`src/rtl/wr_ptr_full_ctrl.sv`:
```
// Write-domain pointer and full-flag controller for the async FIFO.
// Produces the RAM write address, the Gray write pointer and the write-side flags.
module wr_ptr_full_ctrl #(
    parameter int unsigned ADD_WIDTH = 3,
    parameter int unsigned AF_THRESH = 6
) (
    input  logic                 wr_clk,
    input  logic                 wr_rst,
    input  logic                 wr_en,
    input  logic [ADD_WIDTH:0]   wr_rptr_sync,
    input  logic                 wr_ovf_clr,
    output logic                 wr_ram_en,
    output logic [ADD_WIDTH-1:0] wr_addr,
    output logic [ADD_WIDTH:0]   wr_ptr_gray,
    output logic                 wr_full,
    output logic                 wr_almost_full,
    output logic [ADD_WIDTH:0]   wr_level,
    output logic                 wr_overflow
);

    localparam int unsigned PW = ADD_WIDTH + 1;

    logic          acc;
    logic [PW-1:0] wbin;
    logic [PW-1:0] wbin_next;
    logic [PW-1:0] gray_next;
    logic [PW-1:0] rbin;
    logic [PW-1:0] full_cmp;
    logic [PW-1:0] level_next;

    // Next-pointer, read-pointer decode and occupancy; flags all derive from *_next.
    always_comb begin
        rbin       = '0;
        acc        = wr_en & ~wr_full;
        wbin_next  = wbin + PW'(acc);
        gray_next  = (wbin_next >> 1) ^ wbin_next;
        for (int i = 0; i < int'(PW); i++) begin
            rbin[i] = ^(wr_rptr_sync >> i);
        end
        full_cmp   = {~wr_rptr_sync[ADD_WIDTH:ADD_WIDTH-1], wr_rptr_sync[ADD_WIDTH-2:0]};
        level_next = wbin_next - rbin;
    end

    assign wr_ram_en = acc;
    assign wr_addr   = wbin[ADD_WIDTH-1:0];

    // Pointer and flag registers; overflow set dominates clear.
    always_ff @(posedge wr_clk) begin
        if (!wr_rst) begin
            wbin           <= '0;
            wr_ptr_gray    <= '0;
            wr_full        <= 1'b0;
            wr_almost_full <= 1'b0;
            wr_level       <= '0;
            wr_overflow    <= 1'b0;
        end else begin
            wbin           <= wbin_next;
            wr_ptr_gray    <= gray_next;
            wr_full        <= (gray_next == full_cmp);
            wr_almost_full <= (level_next >= PW'(AF_THRESH));
            wr_level       <= level_next;
            if (wr_en & wr_full) begin
                wr_overflow <= 1'b1;
            end else if (wr_ovf_clr) begin
                wr_overflow <= 1'b0;
            end
        end
    end

endmodule
```
`config.mk`:
```
export PLATFORM = sky130hd
export DESIGN_NAME = wr_ptr_full_ctrl
export DESIGN_NICKNAME = d
export VERILOG_FILES = /design/src/rtl/wr_ptr_full_ctrl.sv
export SDC_FILE = /design/constraint.sdc
export NUM_CORES = 1
export LEC_CHECK = 0
export CORE_MARGIN = 2
export CORE_UTILIZATION = 49
export CTS_BUF_LIST = sky130_fd_sc_hd__clkbuf_2
export CTS_CLUSTER_DIAMETER = 50
export DETAILED_ROUTE_END_ITERATION = 7
export GPL_TIMING_DRIVEN = 1
export PLACE_DENSITY = 0.9
export SYNTH_ARGS = -nofsm -noshare
export SYNTH_HDL_FRONTEND = slang
export SYNTH_SLANG_ARGS = --single-unit
```
`constraint.sdc`:
```
create_clock -name wr_clk -period 4.95 [get_ports wr_clk]
set_input_delay 0.7425 -clock wr_clk [delete_from_list [all_inputs] [get_ports wr_clk]]
set_output_delay 0.7425 -clock wr_clk [all_outputs]
set_load 0.005 [all_outputs]
```
==> impl_metrics.ini <==
[synth]
synth_edf_count = 0
ys_ff_latch = 14
postSynthCellCount = 64
syn_area_sq_um = 660.6
netlist.area_leader.share = 0.4242
ys.flop_type = dfxtp_1
synth_top_cells_by_count = 14 x dfxtp_1, 9 x xnor2_1, 6 x inv_1, 5 x ha_1, 5 x nor2_1
synth.area.top_cells = dfxtp_1 42%, xnor2_1 12%, ha_1 9.5%
ys_seq_area_frac = 0.4242
syn-num-nets = 78
yosys.area.top_type = dfxtp_1
synth_warnings = 0
yosys.cell_count.top_type = dfxtp_1
synthDistinctLibCells = 21
syn_avg_cell_area_sq_um = 10.32
async_reset_ff_frac = 0

[grt]
grt_pass1_wl_um = 1725
grt.overflow.total = 0
busiest_layer = met2
use_met3 = 0.04891
antenna_found_initial = 0
grt_pass1_vias = 403
grtUsageTotal = 0.1596
grt_use_met2 = 0.2659
grt_max_degree = 9
grt_use_met1 = 0.1953

[final_layout]
layout.nets = 105
fin_util = 0.7147
antenna_cells = 0
layout-drive-gt1-share = 0.06667
fin_cells = 105
fill_cells = 94
area_growth_pct = 39.02

[sta]
period_minus_slack_ps = 2747
finalHoldViolCount = 0
setup_viol = 0
slew_headroom = 0.7689
fin_tns_setup_ps = 0
grt_setup_unrepaired = false
tightest_slew_ps = 345.5
period_share = 0.5549
timing.hold.ws_ps = 479.7
clock.fmax_mhz = 364.1
maxSlewViolCount = 0
worst_clock_skew_ps = 4.043

[critical_path]
critical_path_arrival_ps = 2960
r2r.worst_path.cells = 8
path_class = in2reg
r2r_slack_ps = 2830
worstPathRequired_ps = 5160
startpoint_type = input port
regToRegEndpoint = wr_almost_full$_SDFF_PN0_
crit_fanout = 3
rr_startpoint = wr_full$_SDFF_PN0_
crit_path_end_kind = register

[placement]
dp.cells = 101
place.detailed.hpwl_um = 959
place_congestion = 0.8333
io_buffer_count = 22

[detailed_routing]
finalWirelength_um = 1201
post_drt_wl_per_cell_um = 11.44
drt_pass1_iterations = 4
drt_first_iter_violations = 8
routed-via-count = 520
drc = 0
viasPerCell = 4.952
ant_nets = 0

[power_and_ir_drop]
seqPwrFrac = 0.459
ir_worst_vdd_uv = 208.0
clkPwrFrac = 0.185
internal_power_w = 0.0002071
p_total_w = 0.0002913
switching_share = 0.2891
p_leak_nw = 0.3994
powerDensity_nw_per_um2 = 317.2
power.switching_w = 0.00008422
power_frac_comb = 0.356

[job]
cap_violations = 0

[clock_network]
ctsHoldBuffers = 0
cts_resized = 0
post-cts-setup-buffer-count = 0
cts_buffers = 3
cts_root_buffer = clkbuf_2
cts_tree = built
htreeDepth = 1
path_clk_slew_ps = 130
clock_latency_ps = 270
clock_path_buffers = 2
clock-sinks = 14

[min_path]
hold_start = wr_full$_SDFF_PN0_
hold_class = reg2reg
min_delay_path_depth = 2
min_to = wr_overflow$_SDFFE_PN0P_

[floorplan]
die_h_um = 40.72
placementRows = 13
io_pins = 23
initial_core_util = 0.5141
core_area_sq_um = 1285
dieArea_sq_um = 1658
die_w_um = 40.72

[run_status]
status = finished, final reports clean
final cells by class:
class	count	area [sq um]	share of cell area
Timing Repair Buffer	22	220.2	0.2398
Inverter	6	22.52	0.02452
Clock inverter	1	3.754	0.004087
Clock buffer	3	15.01	0.01635
Multi-Input combinational cell	44	357.8	0.3896
Tap cell	15	18.77	0.02044
Sequential cell	14	280.3	0.3052
cells in the final DEF (no fill, tap or decap), drive strengths merged:
cell type / synthesis / layout
nand2b: 1 / 1
xor2: 4 / 4
nor2: 5 / 5
and2: 4 / 4
xnor3: 1 / 1
nand4: 1 / 1
a211o: 1 / 1
xnor2: 9 / 9
o211ai: 1 / 1
fa: 1 / 1
a21oi: 1 / 1
nand2: 4 / 4
a21boi: 1 / 1
dfxtp: 14 / 14
and3: 1 / 1
ha: 5 / 5
clkdlybuf4s50: 0 / 22
nor2b: 2 / 2
clkbuf: 0 / 3
o21ai: 1 / 1
clkinv: 0 / 1
nor4: 1 / 1
inv: 6 / 6
worst max-delay path by stage:
| stage | from | endpoint | slack [ps] | cells after the start |
|---|---|---|---|---|
| 6_report | wr_en | wr_almost_full$_SDFF_PN0_ | 2200 | 9 |
| 5_1_grt | wr_rptr_sync[3] | wr_almost_full$_SDFF_PN0_ | 2100 | 9 |
| 4_1_cts | wr_en | wr_almost_full$_SDFF_PN0_ | 2240 | 9 |
| 3_5_place_dp | wr_en | wr_almost_full$_SDFF_PN0_ | 1940 | 9 |
| 3_3_place_gp | wr_rptr_sync[3] | wr_almost_full$_SDFF_PN0_ | 2000 | 9 |
| 2_1_floorplan | wr_en | wr_almost_full$_SDFF_PN0_ | 2620 | 8 |
layer usage:
layer | wire length [um] | part of all wire
met1 | 529 | 0.44
met4 | 0 | 0
met3 | 89 | 0.074
met5 | 0 | 0
met2 | 582 | 0.48
metrics by stage:
stage | setup slack [ps] | instance area, sq um
finish | 2203 | 918.4
global route | 2100 | 918.4
CTS | 2238 | 918.4
detailed placement | 1942 | 899.6
global placement | 1998 | 899.6
floorplan | 2617 | 660.6
critical path, cell delays in order:
cell             delay [ps]
clkdlybuf4s50_1         480
nor2b_1                 210
ha_1                    230
ha_1                    210
xor2_1                  300
ha_1                    230
o21ai_0                 120
a211o_1                 340
o211ai_1                 90
power groups by stage:
stage / clock, W / combinational [W] / sequential [W]
after floorplan: 0 / 0.0000524 / 0.000139
after global placement: 0 / 0.000102 / 0.000136
after detailed placement: 0 / 0.000104 / 0.000137
after CTS: 0.0000564 / 0.000105 / 0.000134
after global routing: 0.0000599 / 0.000116 / 0.000135
final: 0.0000538 / 0.000104 / 0.000134
registers in the layout, indices dropped and copies added, names as in the netlist:
signal          flops
wr_level            4
wr_ptr_gray         4
wbin                3
wr_almost_full      1
wr_full             1
wr_overflow         1
cell families (layout without fill, tap and decap cells):
kind of cell / Yosys count / in the layout / share of synthesized area
simple gates: 19 / 19 / 0.1591
xor+xnor: 14 / 14 / 0.2064
flops: 14 / 14 / 0.4242
fa+ha+maj: 6 / 6 / 0.1250
buf+inv: 6 / 32 / 0.03409
compound gates: 5 / 5 / 0.05113
Note: power is estimated with default switching activity, not from simulation.
